### config.mk
export PLATFORM = sky130hd
export DESIGN_NAME = pwm_rx
export DESIGN_NICKNAME = d
export VERILOG_FILES = /design/src/rtl/pwm_rx.sv
export SDC_FILE = /design/constraint.sdc
export NUM_CORES = 1
export LEC_CHECK = 0
export BUFFER_PORTS_ARGS = -buffer_cell sky130_fd_sc_hd__buf_2
export CORE_UTILIZATION = 57
export CTS_CLUSTER_DIAMETER = 60
export CTS_CLUSTER_SIZE = 30
export DETAILED_ROUTE_END_ITERATION = 6
export GPL_TIMING_DRIVEN = 0
export PLACE_DENSITY = 0.8
export RECOVER_POWER = 25
export SYNTH_ARGS = -nofsm -noshare
export SYNTH_HDL_FRONTEND = slang
export SYNTH_SLANG_ARGS = --single-unit
### constraint.sdc
create_clock -name clk -period 5.8 [get_ports clk]
set_input_delay 0.58 -clock clk [delete_from_list [all_inputs] [get_ports clk]]
set_output_delay 0.58 -clock clk [all_outputs]
set_load 0.01 [all_outputs]
### src/rtl/pwm_rx.sv
`default_nettype none
// ============================================================================
// Module   : pwm_rx
// Function : PWM receiver that measures the high/low phase of each complete
//            period in clk cycles, with stuck-line timeout. Optional glitch
//            filter enabled by defining PWM_RX_GLITCH_FILTER_EN.
// Revision : 1.0
// ============================================================================
module pwm_rx #(
    parameter int CNT_WIDTH   = 16,
    parameter int SYNC_STAGES = 2,
    parameter int TIMEOUT     = 1000,
    parameter int FILTER_LEN  = 3
) (
    input  logic                 clk,
    input  logic                 n_rst,
    input  logic                 pwm_in,
    input  logic                 clear,
    output logic [CNT_WIDTH-1:0] on_cnt,
    output logic [CNT_WIDTH-1:0] off_cnt,
    output logic                 meas_valid,
    output logic                 overflow,
    output logic                 timeout,
    output logic                 stuck_level
);

    localparam logic [1:0]           c_ST_IDLE = 2'd0;
    localparam logic [1:0]           c_ST_HIGH = 2'd1;
    localparam logic [1:0]           c_ST_LOW  = 2'd2;
    localparam logic [CNT_WIDTH-1:0] c_CNT_MAX = '1;

    if (SYNC_STAGES < 2) begin : g_bad_sync_stages
        $error("pwm_rx: SYNC_STAGES must be >= 2");
    end
    if (FILTER_LEN < 1) begin : g_bad_filter_len
        $error("pwm_rx: FILTER_LEN must be >= 1");
    end
    if (TIMEOUT < 0) begin : g_bad_timeout
        $error("pwm_rx: TIMEOUT must be >= 0");
    end

    logic [SYNC_STAGES-1:0] r_sync;
    logic                   w_s;
    logic                   w_level;
    logic                   r_prev;
    logic                   r_rise;
    logic                   r_fall;
    logic [1:0]             r_state;
    logic [1:0]             w_state_nxt;
    logic [CNT_WIDTH-1:0]   r_cnt;
    logic                   r_sat;
    logic [CNT_WIDTH-1:0]   r_hi_lat;
    logic                   r_hi_ovf;
    logic [CNT_WIDTH-1:0]   r_on_cnt;
    logic [CNT_WIDTH-1:0]   r_off_cnt;
    logic                   r_meas_valid;
    logic                   r_overflow;
    logic                   r_timeout;
    logic                   r_stuck_level;
    logic                   w_to_reached;

    always_ff @(posedge clk or negedge n_rst) begin
        if (!n_rst) begin
            r_sync <= '0;
        end else begin
            r_sync <= {r_sync[SYNC_STAGES-2:0], pwm_in};
        end
    end

    assign w_s = r_sync[SYNC_STAGES-1];

`ifdef PWM_RX_GLITCH_FILTER_EN
    localparam int                  c_FCNT_W    = (FILTER_LEN > 1) ? $clog2(FILTER_LEN) : 1;
    localparam logic [c_FCNT_W-1:0] c_FCNT_LAST = c_FCNT_W'(FILTER_LEN - 1);

    logic                r_filt;
    logic [c_FCNT_W-1:0] r_fcnt;

    // Level follows s only after FILTER_LEN consecutive differing samples.
    always_ff @(posedge clk or negedge n_rst) begin
        if (!n_rst) begin
            r_filt <= 1'b0;
            r_fcnt <= '0;
        end else if (w_s == r_filt) begin
            r_fcnt <= '0;
        end else if (r_fcnt == c_FCNT_LAST) begin
            r_filt <= w_s;
            r_fcnt <= '0;
        end else begin
            r_fcnt <= r_fcnt + 1'b1;
        end
    end

    assign w_level = r_filt;
`else
    assign w_level = w_s;
`endif

    always_ff @(posedge clk or negedge n_rst) begin
        if (!n_rst) begin
            r_prev <= 1'b0;
            r_rise <= 1'b0;
            r_fall <= 1'b0;
        end else begin
            r_prev <= w_level;
            r_rise <= w_level & ~r_prev;
            r_fall <= ~w_level & r_prev;
        end
    end

    assign w_to_reached = (TIMEOUT != 0) && (64'(r_cnt) == 64'(TIMEOUT));

    always_comb begin
        w_state_nxt = r_state;
        case (r_state)
            c_ST_IDLE: if (r_rise) w_state_nxt = c_ST_HIGH;
            c_ST_HIGH: begin
                if (r_fall)            w_state_nxt = c_ST_LOW;
                else if (w_to_reached) w_state_nxt = c_ST_IDLE;
            end
            c_ST_LOW: begin
                if (r_rise)            w_state_nxt = c_ST_HIGH;
                else if (w_to_reached) w_state_nxt = c_ST_IDLE;
            end
            default: w_state_nxt = c_ST_IDLE;
        endcase
        if (clear) w_state_nxt = c_ST_IDLE;
    end

    always_ff @(posedge clk or negedge n_rst) begin
        if (!n_rst) begin
            r_state <= c_ST_IDLE;
        end else begin
            r_state <= w_state_nxt;
        end
    end

    always_ff @(posedge clk or negedge n_rst) begin
        if (!n_rst) begin
            r_cnt         <= '0;
            r_sat         <= 1'b0;
            r_hi_lat      <= '0;
            r_hi_ovf      <= 1'b0;
            r_on_cnt      <= '0;
            r_off_cnt     <= '0;
            r_meas_valid  <= 1'b0;
            r_overflow    <= 1'b0;
            r_timeout     <= 1'b0;
            r_stuck_level <= 1'b0;
        end else begin
            r_meas_valid <= 1'b0;
            if (clear) begin
                r_cnt         <= '0;
                r_sat         <= 1'b0;
                r_hi_lat      <= '0;
                r_hi_ovf      <= 1'b0;
                r_on_cnt      <= '0;
                r_off_cnt     <= '0;
                r_overflow    <= 1'b0;
                r_timeout     <= 1'b0;
                r_stuck_level <= 1'b0;
            end else begin
                case (r_state)
                    c_ST_IDLE: begin
                        if (r_rise || r_fall) r_timeout <= 1'b0;
                        if (r_rise) begin
                            r_cnt <= CNT_WIDTH'(1);
                            r_sat <= 1'b0;
                        end
                    end
                    c_ST_HIGH, c_ST_LOW: begin
                        if (r_state == c_ST_HIGH && r_fall) begin
                            r_hi_lat <= r_cnt;
                            r_hi_ovf <= r_sat;
                            r_cnt    <= CNT_WIDTH'(1);
                            r_sat    <= 1'b0;
                        end else if (r_state == c_ST_LOW && r_rise) begin
                            // Publishing rise also opens the next high phase.
                            r_on_cnt     <= r_hi_lat;
                            r_off_cnt    <= r_cnt;
                            r_overflow   <= r_hi_ovf | r_sat;
                            r_meas_valid <= 1'b1;
                            r_cnt        <= CNT_WIDTH'(1);
                            r_sat        <= 1'b0;
                        end else if (w_to_reached) begin
                            r_timeout     <= 1'b1;
                            r_stuck_level <= w_level;
                            r_cnt         <= '0;
                            r_sat         <= 1'b0;
                        end else if (r_cnt == c_CNT_MAX) begin
                            r_sat <= 1'b1;
                        end else begin
                            r_cnt <= r_cnt + 1'b1;
                        end
                    end
                    default: ;
                endcase
            end
        end
    end

    assign on_cnt      = r_on_cnt;
    assign off_cnt     = r_off_cnt;
    assign meas_valid  = r_meas_valid;
    assign overflow    = r_overflow;
    assign timeout     = r_timeout;
    assign stuck_level = r_stuck_level;

endmodule
`default_nettype wire

==> results.md <==
Status:
- The flow ran to the end, but the final reports show violations.
- The checks that failed: capacitance limit, slew limit.

Setup path:
- STA classifies the critical path startpoint as a flop.
- The required time of the critical path is ~6 ns.
- The setup check on the worst reg-to-reg path leaves a slack of approximately 3.2 ns.
- The endpoint class of the critical path is a flop.
- The critical register-to-register path startpoint is r_state[1].
- The data arrival at the endpoint of the critical path is ~2.9 ns.
- Walking the worst path, the cells encountered are inv_1 > ha_1 > nor2b_1 > a211oi_2 > clkbuf_1 > nor2_1 > a311oi_1.
- In this run the worst path has a maximum fanout of 10.
- Measured in cells, the most critical reg-to-reg path has a length of 7.
- The end of the worst register-to-register path is r_cnt[15].
- The largest stage delay on the critical path is 0.55 ns.
- The slowest stage of the critical path belongs to the cell a211oi_2.
- The class of the most critical setup path is reg -> reg.

Pwr:
- Sequential cells burn approximately 54% of the power.
- The net switching share of the total power is around a quarter.
- The worst-case IR drop observed on VDD is about 150 uV.
- The switching power total is ~0.00026 W.
- For this design the ratio of total power to cell area is 251 nW/um^2.
- Cell internal power was estimated by the tool at between 0.0007 and 0.0008 W.
- The leakage power is 1.85 nW.
- The combinational share of power is 5.8%.
- The power share of the clock group is about two fifths.
- Total power for the finished layout comes to about 0.001 W.

Placed design:
- The routability-driven placement congestion ratio is about 0.89.
- The wire-length estimate of the detail-placed layout is around 5600 um.
- The worst-case setup slack after placement is between 3 and 4 ns.
- The placed instances occupy a cell area of between 3000 and 4000 sq um.
- During placement, the flow inserted port buffers numbering 38.

Global routing:
- The via count of the first global-routing pass is 2702.
- The first global-routing pass estimated 13400 um of wire.
- The pin count of the biggest net entering global routing is 45.
- The number of antenna violations at the first check in global routing is 0.
- The aggregate global-route resource usage is 27.7%.
- The total congestion overflow after global routing is 0.

Clock tree:
- The root cell of the clock tree is clkbuf_8.
- The total number of H-tree levels is 3.
- Buffers inserted during clock tree synthesis total 9.
- Clock-pin slew was measured on the worst setup and hold paths at around 0.080 ns.
- The clock network latency to the later pin of the worst-skew pair is roughly 0.36 ns.
- The maximum buffer depth of the clock tree is 2.
- The number of setup buffers added after CTS is 0.
- The total of cells resized after clock tree synthesis is 0.
- For this design, the sink count on the clock tree is between 70 and 80.
- TritonCTS built the clock tree.
- In this run, post-CTS hold repair placed 0 buffers.

STA:
- At the pin with the least slew margin, the transition time is ~1.9 ns.
- The max-slew violation total from the final report was 34.
- The number of hold violations in the final report is 0.
- Across the routed clock network, the largest skew measured is between 0.006 and 0.007 ns.
- The worst-case headroom to the max-slew limit is -24.6%.
- The setup slack of the critical path after layout is around 3.2 ns.
- The final critical path takes up between 40% and 50% of the cycle.
- Setup repair after global routing left no endpoint under its margin.
- The maximum clock frequency is 386 MHz.
- For the final routed database, the setup TNS stands at 0 ns.
- On the final layout, the worst hold slack is between 0.3 and 0.4 ns.
- The final critical-path required period is approximately 2.6 ns.
- Setup violations remaining at the end of the flow were counted as 0.

Yosys:
- Summing every instance area after synthesis gives 3540 sq um.
- The number of distinct standard cells referenced by the synthesized netlist is 48.
- The parity-gate share of the synthesized area counting xor and xnor cells is 0%.
- The portion of synthesized area spent on multiplexers is less than 1%.
- The post-synthesis cell count is 365.
- For this run, asynchronously set or reset flops after synthesis account for between 90% and 100%.
- For this run, the leading register cell type out of synthesis is dfrtp_1.
- The number of synthesized flops with an enable pin is 0.
- After synthesis, the largest family of logic cells by area is simple AND/OR/NAND/NOR gates.
- The complex-gate fraction of the synthesized area is a little under a fifth.
- The synthesized design contains between 70 and 80 register bits.
- The part of the Yosys area used for sequential elements is a little over half.
- The net count of the mapped netlist is around 380.
- The adder and majority cell fraction of the synthesized area is under 10%.
- The number of warning messages in the yosys log is 0.
- The average instance in the mapped netlist occupies about 9.7 sq um.
- The synthesized netlist devotes 18.8% of its cell area to simple gates.

Drt:
- The routed layout has roughly 3000 vias.
- The detailed router's first-iteration violation count is 233.
- The final routed wire length divided by cell count is between 15 and 20 um.
- The routed wire length is between 8000 and 9000 um.
- The detailed-route DRC error count is 0.
- Using the TritonRoute via totals, the vias-per-cell ratio works out to around 6.0.
- The residual antenna-violating net count after detailed routing is 0.
- The first-pass iteration count of the detailed router is 5.

Layout:
- The most common cell after layout, fill and taps aside is dfrtp_1.
- In the layout the commonest cells are dfrtp_1 (77), nand2_1 (75), a21oi_1 (46).
- Compared with the post-synthesis result, the final layout area differs by 14.1%.
- Cells with a size suffix above 1 make up between 10% and 20% of the layout.
- The final cell area excluding filler cells is 4050 sq um.
- The net count of the finished layout is between 400 and 500.
- The repair_antennas step left the layout with diodes totalling 0.
- The filler cell count is ~480.

Hold path:
- The path with the worst hold slack has its endpoint at r_sync[0].
- Counting instances, the worst hold path has a depth of 1.
- The startpoint identified for the worst hold timing path is pwm_in.
- The worst min-delay path class is in -> reg.

Die:
- The horizontal extent of the die is between 80 and 90 um.
- Measured along the y axis, the die boundary spans 80.9 um.
- The number of I/O pins is 40.
- The floorplan step defined a core boundary enclosing 5960 sq um.
- The total die area is around 6500 sq um.
- The effective utilization at floorplan is between 50% and 60%.
- The total number of placement rows is 28.

Run:
- Across the run, the number of max-cap violations was 1.
flip-flops by register name (all words and copies together) (netlist names), 2 cells and up:
signal and count:
on_cnt 16, off_cnt 16, r_state 2, r_sync 2
r_cnt 16, r_hi_lat 16
synth_stat cells, types with 3 or more instances:
cell	instances	share of area, %
ha_1	6	2.1
inv_1	12	1.3
and3_1	4	0.71
o21ai_1	3	0.42
dfrtp_1	77	54
nand2_1	75	7.9
nor3_1	9	1.3
buf_2	3	0.42
a21oi_1	46	6.5
nor2b_1	4	0.71
clkbuf_1	17	1.8
a31oi_1	3	0.53
or4_1	3	0.64
o21ai_0	9	1.3
nor2_1	17	1.8
nand3_1	6	0.85
buf_6	6	1.9
a22o_1	20	4.9
nand4_1	9	1.6
power by group through the flow:
| stage | sequential, W | clock (W) | combinational [W] |
|---|---|---|---|
| final | 0.000545 | 0.000413 | 0.0000590 |
| after global routing | 0.000545 | 0.000436 | 0.0000660 |
| after CTS | 0.000544 | 0.000417 | 0.0000592 |
| after detailed placement | 0.000555 | 0 | 0.0000586 |
| after global placement | 0.000555 | 0 | 0.0000555 |
| after floorplan | 0.000554 | 0 | 0.0000356 |
cell families (layout without fill, tap and decap cells):
| logic type | count (synthesis) | in the layout |
|---|---|---|
| flops | 77 | 77 |
| fa+ha+maj | 6 | 6 |
| compound gates | 100 | 100 |
| mux | 3 | 3 |
| simple gates | 140 | 140 |
| buf+inv | 39 | 94 |
worst max-delay path by stage:
stage / from / end / slack [ns] / cells after the start
2_1_floorplan: r_state[1] / r_cnt[4] / 3.71 / 8
3_3_place_gp: r_state[1] / r_cnt[15] / 3.32 / 7
3_5_place_dp: r_state[1] / r_cnt[15] / 3.27 / 7
6_report: r_state[1] / r_cnt[15] / 3.21 / 7
5_1_grt: r_state[1] / r_cnt[15] / 3.05 / 7
4_1_cts: r_state[1] / r_cnt[15] / 3.22 / 7
stage by stage:
step                      cells  util (%)
after floorplan             365         -
after global placement      478      64.3
after detailed placement    479      64.7
after CTS                   495      68.0
after global routing        495      67.9
final                       495      67.9
worst max-delay path, delay by kind of cell (launching register included):
| kind | cells | cell delay (ns) |
|---|---|---|
| AO/OA/AOI/OAI | 2 | 0.84 |
| buffers and inverters | 2 | 0.53 |
| AND/OR/NAND/NOR | 2 | 0.35 |
| adder cells (fa/ha/maj) | 1 | 0.34 |
| flip-flops | 1 | 0.42 |
final cells by class:
type	count	area (sq um)	area share, %
well taps	75	93.8	2.32
multi-input cells	249	1420	35.1
plain buffers	27	151	3.74
repair buffers	39	209	5.17
clock inverters	6	70.1	1.73
flip-flops and latches	77	1930	47.6
clock buffers	10	128	3.15
inverters	12	45.0	1.11
layer usage:
| layer | track usage, % | up-vias | share of wire [%] |
|---|---|---|---|
| met4 | 12.5 | 0 | 2.2 |
| li1 | - | 1388 | - |
| met5 | 0 | - | 0 |
| met3 | 4.49 | 16 | 7.1 |
| met2 | 43.3 | 130 | 47 |
| met1 | 37.9 | 1425 | 44 |
(Power assumes the default switching activity.)
